### src/rtl/s2p_pkg.sv
// Shared types and front-end defaults for the serial-to-parallel packer.
// The state encoding is fixed so the FILL/HOLD bit can be probed directly.
package s2p_pkg;

    typedef enum logic {
        S_FILL = 1'b0,
        S_HOLD = 1'b1
    } state_t;

    localparam int S2P_IN_W  = 8;
    localparam int S2P_WORDS = 8;

endpackage

### src/rtl/s2p_packer.sv
// Packs WORDS input beats of IN_W bits into one word with sign, beat count and
// partial flag, behind a valid/ready output register with one-word backpressure hold.
module s2p_packer
    import s2p_pkg::*;
#(
    parameter  int IN_W  = S2P_IN_W,
    parameter  int WORDS = S2P_WORDS,
    localparam int OUT_W = IN_W * WORDS,
    localparam int CNT_W = $clog2(WORDS + 1)
) (
    input  logic             clk,
    input  logic             rst,
    input  logic             in_valid,
    output logic             in_ready,
    input  logic [IN_W-1:0]  in_data,
    input  logic             in_sign,
    input  logic             in_last,
    output logic             out_valid,
    input  logic             out_ready,
    output logic [OUT_W-1:0] out_data,
    output logic             out_sign,
    output logic [CNT_W-1:0] out_cnt,
    output logic             out_partial
);

    state_t             state, state_nx;
    logic [OUT_W-1:0]   acc, acc_nx;
    logic [CNT_W-1:0]   cnt, cnt_nx;
    logic               hold_sign, hold_sign_nx;
    logic [CNT_W-1:0]   hold_cnt, hold_cnt_nx;
    logic               hold_partial, hold_partial_nx;

    logic               out_valid_nx;
    logic [OUT_W-1:0]   out_data_nx;
    logic               out_sign_nx;
    logic [CNT_W-1:0]   out_cnt_nx;
    logic               out_partial_nx;

    logic               accept;
    logic               last_slot;
    logic               completing;
    logic               slot_free;
    logic               beat_partial;
    logic [OUT_W-1:0]   pack_val;
    logic [CNT_W-1:0]   cnt_inc;

    // in_ready depends only on registered state, never on out_ready.
    assign in_ready     = (state == S_FILL);
    assign accept       = in_valid & in_ready;
    assign last_slot    = (cnt == CNT_W'(WORDS - 1));
    assign completing   = accept & (last_slot | in_last);
    assign slot_free    = ~out_valid | out_ready;
    assign beat_partial = in_last & ~last_slot;
    assign pack_val     = {acc[OUT_W-IN_W-1:0], in_data};
    assign cnt_inc      = cnt + CNT_W'(1);

    always_comb begin
        state_nx        = state;
        acc_nx          = acc;
        cnt_nx          = cnt;
        hold_sign_nx    = hold_sign;
        hold_cnt_nx     = hold_cnt;
        hold_partial_nx = hold_partial;
        out_valid_nx    = out_valid & ~out_ready;
        out_data_nx     = out_data;
        out_sign_nx     = out_sign;
        out_cnt_nx      = out_cnt;
        out_partial_nx  = out_partial;

        unique case (state)
            S_FILL: begin
                if (completing) begin
                    if (slot_free) begin
                        out_valid_nx   = 1'b1;
                        out_data_nx    = pack_val;
                        out_sign_nx    = in_sign;
                        out_cnt_nx     = cnt_inc;
                        out_partial_nx = beat_partial;
                        acc_nx         = '0;
                        cnt_nx         = '0;
                    end else begin
                        // Park the finished word in acc until the output slot frees.
                        acc_nx          = pack_val;
                        hold_sign_nx    = in_sign;
                        hold_cnt_nx     = cnt_inc;
                        hold_partial_nx = beat_partial;
                        state_nx        = S_HOLD;
                    end
                end else if (accept) begin
                    acc_nx = pack_val;
                    cnt_nx = cnt_inc;
                end
            end
            S_HOLD: begin
                if (slot_free) begin
                    out_valid_nx   = 1'b1;
                    out_data_nx    = acc;
                    out_sign_nx    = hold_sign;
                    out_cnt_nx     = hold_cnt;
                    out_partial_nx = hold_partial;
                    acc_nx         = '0;
                    cnt_nx         = '0;
                    state_nx       = S_FILL;
                end
            end
            default: state_nx = S_FILL;
        endcase
    end

    always_ff @(posedge clk or posedge rst) begin
        if (rst) begin
            state        <= S_FILL;
            acc          <= '0;
            cnt          <= '0;
            hold_sign    <= 1'b0;
            hold_cnt     <= '0;
            hold_partial <= 1'b0;
            out_valid    <= 1'b0;
            out_data     <= '0;
            out_sign     <= 1'b0;
            out_cnt      <= '0;
            out_partial  <= 1'b0;
        end else begin
            state        <= state_nx;
            acc          <= acc_nx;
            cnt          <= cnt_nx;
            hold_sign    <= hold_sign_nx;
            hold_cnt     <= hold_cnt_nx;
            hold_partial <= hold_partial_nx;
            out_valid    <= out_valid_nx;
            out_data     <= out_data_nx;
            out_sign     <= out_sign_nx;
            out_cnt      <= out_cnt_nx;
            out_partial  <= out_partial_nx;
        end
    end

endmodule

### config.mk
export PLATFORM = sky130hd
export DESIGN_NAME = s2p_packer
export DESIGN_NICKNAME = d
export VERILOG_FILES = /design/src/rtl/s2p_pkg.sv /design/src/rtl/s2p_packer.sv
export SDC_FILE = /design/constraint.sdc
export NUM_CORES = 1
export LEC_CHECK = 0
export ABC_AREA = 1
export BUFFER_PORTS_ARGS = -buffer_cell sky130_fd_sc_hd__buf_2
export CAP_MARGIN = 25
export CELL_PAD_IN_SITES_DETAIL_PLACEMENT = 1
export CELL_PAD_IN_SITES_GLOBAL_PLACEMENT = 2
export CORE_MARGIN = 3
export CORE_UTILIZATION = 37
export DETAILED_ROUTE_END_ITERATION = 6
export PLACE_DENSITY_LB_ADDON = 0.25
export REMOVE_ABC_BUFFERS = 1
export SLEW_MARGIN = 40
export SYNTH_ARGS = -nofsm -noshare
export SYNTH_HDL_FRONTEND = slang
export SYNTH_SLANG_ARGS = --single-unit
### constraint.sdc
create_clock -name clk -period 9.26 [get_ports clk]
set_input_delay 0.926 -clock clk [delete_from_list [all_inputs] [get_ports clk]]
set_output_delay 0.926 -clock clk [all_outputs]
set_load 0.005 [all_outputs]
# Word level (Yosys, flattened, before mapping)
# Index checks and enable logic that the tools add are counted.
word_totals:
  word_cells: 62
  output_inout_bits: 72
  input_bits: 14
  regBits: 146
classes:
  muxes: 31
  add_sub_neg: 1
  n_eq_ne: 5
  n_reduce_logical: 3
  bitwise: 11
op_table:
  columns: ["operator", "n"]
  rows:
  - ["64-bit 2-to-1 mux", 7]
  - ["64-bit one-hot mux with 2 select lines", 2]
  - ["4-bit 2-to-1 mux", 6]
  - ["4-bit one-hot mux with 2 select lines", 2]
  - ["1-bit 2-to-1 mux", 10]
  - ["1-bit one-hot mux with 2 select lines", 4]
  - ["2-bit by 1-bit inequality test with 1-bit output (second input constant)", 3]
  - ["3-bit AND reduction", 2]
  - ["1-bit NOT", 5]
  - ["4-bit by 1-bit adder with 4-bit output (second input constant)", 1]
  - ["1-bit AND", 4]
  - ["4-bit by 3-bit == test with 1-bit output (second input constant)", 1]
  - ["3-bit by 1-bit inequality test with 1-bit output (second input constant)", 1]
  - ["1-bit bitwise OR", 2]
  - ["2-bit AND reduction", 1]

# Depth between registers and ports, before layout
# Gate-level depths: netlist of the first run.
logic_depth:
  depth_word: 6
  mapped_depth: 9
  depth_no_buf: 8

# Least setup slack after synthesis of the first run
# No wires, ideal clock.
synth_path:
  path_type: "input to register"
  startpoint: "in out_ready"
  endpoint: "reg hold_cnt[0]"
  stages: 8
  arrival_ns: 1.763
  path_buffers: 2
  setup_ns: 0.125
  slack_ns: 7.372
  required_ns: 9.135
  path_cell_list: "inv_1 > nand2_1 > buf_2 > nor2_2 > nand2_1 > buf_2 > nand2_1 > o21ai_1"
synth_via:
  elab_chain_len: 3
synth_lines:
  columns: ["item", "line_no", "text"]
  rows:
  - ["from (decl)", "s2p_packer.sv:19", "input logic out_ready,"]
  - ["1-bit bitwise OR", "s2p_packer.sv:52", "assign slot_free = ~out_valid | out_ready;"]
  - ["1-bit NOT (no line)", null, null]
  - ["3-bit AND reduction (no line)", null, null]
  - ["to (signal assigned)", "s2p_packer.sv:128", "hold_cnt <= hold_cnt_nx;"]
  - ["to (decl)", "s2p_packer.sv:30", "logic [CNT_W-1:0] hold_cnt, hold_cnt_nx;"]
# No other way between the ends.
# A chain may end at the register's enable or synchronous reset.

# Worst setup path after layout of the first run
layout_path:
  startpoint: "reg state"
  endpoint: "reg acc[42]"
layout_via:
  elab_chain_len: 5
  word_cells_on_any_way: 8
  classes_between: "eq/ne (2); mux (2); bitwise (3); reduce/logical (1)"
layout_lines:
  columns: ["item", "line_no", "text"]
  rows:
  - ["from (decl)", "s2p_packer.sv:26", "state_t state, state_nx;"]
  - ["from (signal assigned)", "s2p_packer.sv:124", "state <= state_nx;"]
  - ["1-bit NOT (no line)", null, null]
  - ["1-bit AND", "s2p_packer.sv:49", "assign accept = in_valid & in_ready;"]
  - ["1-bit AND", "s2p_packer.sv:51", "assign completing = accept & (last_slot | in_last);"]
  - ["64-bit 2-to-1 mux / 3-bit by 1-bit inequality test with 1-bit output (equally long branches)", null, null]
  - ["64-bit one-hot mux with 2 select lines / 2-bit AND reduction (equally long branches)", null, null]
  - ["to (signal assigned)", "s2p_packer.sv:125", "acc <= acc_nx;"]
  - ["to (decl)", "s2p_packer.sv:27", "logic [OUT_W-1:0] acc, acc_nx;"]
# Parallel ways exist; a longest one is shown, timed or not.

==> key figures, run 1 <==
Run status
  • Status: finished clean

Pwr
  • Worst vdd ir: around 0.13 mV
  • Seq pwr share: 46.0%
  • Combinational Power Share: a little over an eighth
  • Power per Cell Area: between 200 and 250 mW/mm2
  • Net Sw Frac: ~27%
  • Leakage power: 0.00396 uW
  • Clk pwr share: between 40% and 50%
  • Internal power: around 1200 uW
  • Net Switching: ~440 uW

Timing
  • Fin crit share: roughly a third
  • Worst clock skew: 8.59 ps
  • Slew of the pin with the lowest slew margin: 808 ps
  • Tmin final: ~3200 ps
  • Rel. slew slack: between 40% and 50%
  • Hold Fails Final Rpt: 0
  • Setup TNS: 0 ps
  • Slew Viols, Final: 0
  • Unrepaired setup endpoints after global routing: false
  • Number of setup violations in the final report: 0
  • Worst hold slack: ~460 ps
  • Max Clk Rate: roughly 320 MHz

Place
  • Port bufs: 85
  • RePlAce Congestion: about 0.74
  • DPL Wire Length: ~10000 um
  • Dpl cell area: 0.00706 mm2

Worst setup path
  • Crit path arrival time: between 3000 and 4000 ps
  • Crit path max-delay family: buffers and inverters
  • Worst r2r src: state
  • R2r endpoint: acc[42]
  • Worst path bufs/invs: 3
  • Classification of the worst setup path: flop to flop
  • CP dominant cell by count: nand2_1
  • CP max stage cell: clkinv_1
  • Req. time, crit path: ~9600 ps
  • CP endpoint kind: flop
  • Worst R2R Path Depth: 6
  • Crit path to: acc[42]
  • CP peak stage delay: around 730 ps
  • R2R Setup Slk: slightly above 6000 ps
  • CP Cell Sequence: inv_2, nand2_1, nand2_1, clkinv_1, buf_4, o21ai_0
  • Max FO, Critical Path: between 50 and 60
  • Critical Path Start: state
  • Critical Path Stages: 6
  • Critical Path Start Type: flop

Min path
  • Worst hold path type: flop to flop

Floorplanning
  • Die X: 140 um
  • Initial Utilization: between 30% and 40%
  • Die Height: 140 um
  • # rows: 48
  • Die area: 0.0195 mm2
  • Core Region: between 0.015 and 0.02 mm2
  • I/O Pins: 86

GRT
  • First-pass GRT wire length: 28400 um
  • Grt total ovfl: 0
  • Number of antenna violations at the first check in global routing: 0
  • Vias in the first global route: approximately 5800
  • Overall fraction of global-route tracks in use: 17.6%
  • Largest net degree at the start of global routing: between 90 and 100

Clock tree
  • Total CTS buffers: 17
  • Clk sink count: between 100 and 150
  • Reg clk slew, reported paths: roughly 60 ps
  • CTS tree: done
  • CTS root buf: clkbuf_16
  • Latest clock arrival within the worst-skew pair: approximately 420 ps
  • H-tree depth: 4
  • Post-cts sizing count: 0
  • Post-CTS setup buffers: 0
  • Clock buffer depth: 2
  • Hold Buf Count CTS: 0

Cells and area
  • Fillcell total: roughly 2200
  • Cell area after layout: 0.00764 mm2
  • Fraction of layout cells with a size suffix above 1: between 10% and 20%
  • Storage cell area: around 0.0037 mm2
  • Layout area overhead: 15.5%
  • Final nets: around 880
  • Multi-input logic area: around 0.0024 mm2
  • Most common cell after layout, fill and taps aside: nand2_1
  • Most frequent cells in the layout: nand2_1 (322), dfrtp_1 (145), o21ai_0 (112)
  • Antenna diode count: 0

Logic synthesis
  • Post-Syn Area per Cell: approximately 8.1 um2
  • Area share of the largest cell type after synthesis: 55.2%
  • Post-synth top area cell: dfrtp_1
  • Cell count after synthesis: about 810
  • Mapped Area: between 0.006 and 0.007 mm2
  • Synth Warn #: 0
  • Leading post-synthesis cells by cell area: dfrtp_1 (55%), nand2_1 (18%), o21ai_0 (8.5%), nand3_1 (6.1%), inv_1 (3.8%)
  • Post-synthesis sequential area ratio: a little under three fifths
  • Post-synthesis register bit count: between 100 and 150
  • Yosys cell types: 20

Routing
  • Avg WL per Cell: 14.8 um
  • Via count: about 5400
  • Detailed Routing Iterations Pass 1: 4
  • DRC: 0
  • Drt total wl: approximately 16000 um
  • Routed Antenna Nets: 0
  • DR vias/cell: approximately 5
  • Initial DRC count: roughly 260

Run
  • Max-Cap Viols: 0
routing by layer:
layer | global-route usage, % | share of wire [%] | vias up
li1 | - | - | 2681
met1 | 23.3 | 47 | 2664
met2 | 29.0 | 48 | 77
met3 | 3.44 | 3.1 | 22
met4 | 5.92 | 1.7 | 0
met5 | 0 | 0 | -
tightest hold or removal path, stage by stage (launching register included):
cell and delay [ps]:
dfrtp_1 330, nand2_1 50, nand2_1 50
logic make-up after synthesis:
family          Yosys count  synth area share, %
compound gates          131                 10.1
xor+xnor                  1                0.132
fa+ha+maj                 1                0.189
buf+inv                 122                 8.81
flops                   146                 55.2
simple gates            412                 25.5
Yosys cell counts:
cell type and count:
nand2_1 323, dfrtp_1 146, o21ai_0 112, nand3_1 80, inv_1 67, buf_2 22
clkbuf_1 17, o21ai_1 15, buf_6 13, inv_2 3, nand2_4 3, a21oi_1 2
nand2_2 2, nand4_1 2, a21oi_4 1, ha_1 1, nand3_2 1, nor2_2 1
o21bai_1 1, xor2_1 1
sequential cells by signal, indices dropped and copies added (netlist names):
name and cells:
acc 64, out_data 64, out_sign 1, hold_sign 1
out_valid 1, hold_cnt 4, state 1, out_cnt 4
hold_partial 1, out_partial 1, cnt 4
how the worst min path moves through the flow:
stage | startpoint | end | slack [ps] | depth (start not counted)
floorplan | hold_partial | hold_partial | 440 | 2
global placement | out_data[37] | out_data[37] | 450 | 2
detailed placement | out_data[6] | out_data[6] | 450 | 2
CTS | out_data[6] | out_data[6] | 470 | 2
global route | out_data[25] | out_data[25] | 490 | 2
finish | out_data[4] | out_data[4] | 460 | 2
power by group through the flow:
| stage | Clock [uW] | Combinational, uW | Sequential (uW) |
|---|---|---|---|
| after floorplan | 0 | 116 | 757 |
| after global placement | 0 | 207 | 758 |
| after detailed placement | 0 | 217 | 759 |
| after CTS | 684 | 219 | 748 |
| after global routing | 715 | 247 | 758 |
| final | 667 | 213 | 748 |
cell type report:
cell class	count	area share [%]
inverters	70	3.54
repair buffers	89	6.12
well taps	225	3.68
clock inverters	6	1.05
flip-flops and latches	146	47.9
clock buffers	24	6.30
multi-input cells	545	31.5
stage by stage:
stage	setup WS, ps	std cells	power, uW	utilization [%]
4_1_cts	5940	1105	1650	43.8
3_5_place_dp	5950	1075	976	40.5
2_1_floorplan	4410	761	873	-
6_report	6100	1105	1630	43.9
3_3_place_gp	5690	1074	965	40.4
5_1_grt	5730	1105	1720	43.9
Power figures use the tool's default switching activity.
==> run 2, diff against run 1 <==
- ABC_AREA: 1 -> 0
- CORE_UTILIZATION: 37 -> 38
- clock period: 9.26 -> 3.18 ns (I/O delays scaled with it)
==> key figures, run 2 <==
Worst setup path
  • Classification of the worst setup path: flop to flop
  • Crit path arrival time: 2640 ps (-850 ps)
  • CP endpoint kind: flop
  • Max FO, Critical Path: 34 (-41%)
  • Req. time, crit path: 3530 ps (-6060 ps)
  • Critical Path Start Type: flop

Cells and area
  • Final nets: 600 (-32%)
  • Cell area after layout: 0.00726 mm2 (-5.0%)
  • Most frequent cells in the layout: dfrtp_1 (145), buf_2 (85), nor2_1 (71)
  • Most common cell after layout, fill and taps aside: dfrtp_1
  • Layout area overhead: 19.5%
  • Antenna diode count: 0 (unchanged)
  • Biggest registers after layout: acc: 64 flops, out_data: 64 flops
  • Fraction of layout cells with a size suffix above 1: 22.3% (+7.6 points)

Logic synthesis
  • Post-synth top cells: dfrtp_1 (146), a21oi_1 (71), nor2_1 (71)
  • Post-Syn Area per Cell: 11.9 um2 (+46%)
  • Post-synthesis register bit count: 146 (unchanged)
  • Post-synth top area cell: dfrtp_1
  • Post-synthesis sequential area ratio: 60.1% (+4.9 points)
  • Mapped Area: 0.00608 mm2 (-8.1%)
  • Yosys cell types: 36 (+80%)
  • Most common cell in the netlist: dfrtp_1
  • Area share of the largest cell type after synthesis: 60.1% (+4.9 points)
  • Cell count after synthesis: 512 (-37%)
  • Leading post-synthesis cells by cell area: dfrtp_1 (60%), mux2i_1 (11%), a22o_1 (9.2%), a21oi_1 (5.8%), nor2_1 (4.4%)
  • Async set-reset flop share out of synthesis: 100% (unchanged)
  • Main flop type after synthesis: dfrtp_1
  • Post-synth EDFFs: 0 (unchanged)
  • Synth Warn #: 0 (unchanged)

Clock tree
  • Post-cts sizing count: 0 (unchanged)
  • Clk sink count: 146 (unchanged)
  • CTS root buf: clkbuf_16
  • CTS tree: done
  • Latest clock arrival within the worst-skew pair: 410 ps (about the same)
  • Total CTS buffers: 17 (unchanged)
  • Reg clk slew, reported paths: 60 ps (about the same)
  • H-tree depth: 4 (unchanged)
  • Clock buffer depth: 2 (unchanged)

Pwr
  • Worst vdd ir: 0.373 mV (+180%)
  • Overall power: 5210 uW (+220%)
  • Power per Cell Area: 717 mW/mm2 (+240%)
  • Leakage power: 0.00324 uW (-18%)

Routing
  • Detailed Routing Iterations Pass 1: 4 (unchanged)
  • DRC: 0 (unchanged)
  • Via count: 4195 (-23%)
  • Avg WL per Cell: 16.4 um (+11%)
  • Drt total wl: 13300 um (-19%)
  • Routed Antenna Nets: 0 (unchanged)
  • DR vias/cell: 5.19 (+5.4%)
  • Initial DRC count: 186 (-29%)

Floorplanning
  • Initial Utilization: 39.4% (+1.4 points)
  • Core Region: 0.0154 mm2 (-11%)
  • # rows: 45 (-6.3%)
  • I/O Pins: 86 (unchanged)
  • Die X: 132 um (-5.2%)
  • Die Height: 132 um (-5.2%)
  • Die area: 0.0175 mm2 (-10%)

Min path
  • Worst hold path type: primary input to flop

GRT
  • First-pass GRT wire length: 23200 um (-18%)
  • Number of antenna violations at the first check in global routing: 0 (unchanged)
  • Grt total ovfl: 0 (unchanged)
  • Largest net degree at the start of global routing: 112 (+22%)
  • Overall fraction of global-route tracks in use: 16.1% (-1.4 points)
  • Vias in the first global route: 4468 (-22%)

Timing
  • Setup WS post-layout: 887 ps (-5220 ps)
  • Max Clk Rate: 436 MHz (+38%)
  • Number of setup violations in the final report: 0 (unchanged)
  • Unrepaired setup endpoints after global routing: false
  • Slew of the pin with the lowest slew margin: 798 ps (-10.1 ps)
  • Slew Viols, Final: 0 (unchanged)
  • Tmin final: 2290 ps (-863 ps)
  • Worst clock skew: 4.27 ps (-4.33 ps)
  • Setup TNS: 0 ps (unchanged)
  • Rel. slew slack: 46.8% (+0.67 points)
  • Fin crit share: 72.1% (+38 points)
  • Hold Fails Final Rpt: 0 (unchanged)

Place
  • Dpl cell area: 0.00664 mm2 (-5.9%)
  • RePlAce Congestion: 0.747 (+1.2%)
  • Port bufs: 85 (unchanged)
  • Worst slack at placement: 934 ps (-5020 ps)
  • DPL Wire Length: 8170 um (-20%)

Run
  • Max-Cap Viols: 0 (unchanged)

Run status
  • Status: finished clean
==> run 2: cell types whose count changed after synthesis, moves of 11 or more <==
cell,before,now
nand2_1,323,12
o21ai_0,112,8
nand3_1,80,2
nor2_1,0,71
a21oi_1,2,71
mux2i_1,0,66
a22o_1,0,64
inv_1,67,3
o21ai_1,15,0
clkbuf_1,17,6
==> run 2: final timing paths <==
| kind | start | to | slack, ps | depth (start not counted) |
|---|---|---|---|---|
| worst max-delay path | cnt[0] | acc[60] | 890 | 6 |
| worst min-delay path | in_data[4] | acc[4] | 140 | 2 |
| worst max register to register | cnt[0] | acc[60] | 890 | 6 |
| max in group asynchronous | rst | acc[19] | 1930 | 4 |
| min in group asynchronous | rst | out_data[6] | 510 | 3 |
| worst min register to register | out_cnt[2] | out_cnt[2] | 480 | 1 |
==> run 2: critical path: stages (launching register included) <==
cell	delay [ps]
dfrtp_1	450
ha_1	270
and3b_1	300
nor2_4	140
o21a_2	600
buf_12	270
a22o_1	150
==> run 2: layout make-up <==
| cell class | count | area, um2 |
|---|---|---|
| fill | 1682 | 8170 |
| sequential | 146 | 3660 |
| multi-input combinational | 322 | 2180 |
| timing repair buffer | 95 | 528 |
| clock buffer | 21 | 470 |
| tap | 211 | 264 |
| clock inverter | 10 | 133 |
| inverter | 3 | 23.8 |
==> run 2: stage by stage <==
step	hold slack [ps]	utilization [%]	instances
2_1_floorplan	415	-	471
3_3_place_gp	464	43.0	776
3_5_place_dp	475	43.1	776
4_1_cts	86.3	47.0	807
5_1_grt	133	47.1	808
6_report	140	47.1	808
==> run 2: what timing repair did <==
item                                   in CTS  in global routing
hold buffers                                0                  1
buffers inserted                            0                  0
endpoints found under the hold margin       0                 10
==> run 2: kinds of logic after synthesis <==
kind of cell / Yosys count / synth area share (%)
muxes: 70 / 11.6
and+or+nand+nor: 97 / 6.71
AOI/OAI and AO/OA: 152 / 16.9
adders and majority gates: 1 / 0.206
xor gates and xnor gates: 2 / 0.288
buffers and inverters: 44 / 4.18
DFF: 146 / 60.1
==> run 2: report_power, final <==
part,internal [uW],switching [uW]
logic,381,427
clock network,1290,743
registers,2160,211
==> run 2: layer usage <==
layer  track usage, %  routed length (um)  vias to the layer above
met5                0                   0                        -
met4             4.85                 135                        0
met3             4.52                 365                       12
met2             25.7                6390                       64
met1             21.7                6380                     2143
li1                 -                   -                     1976
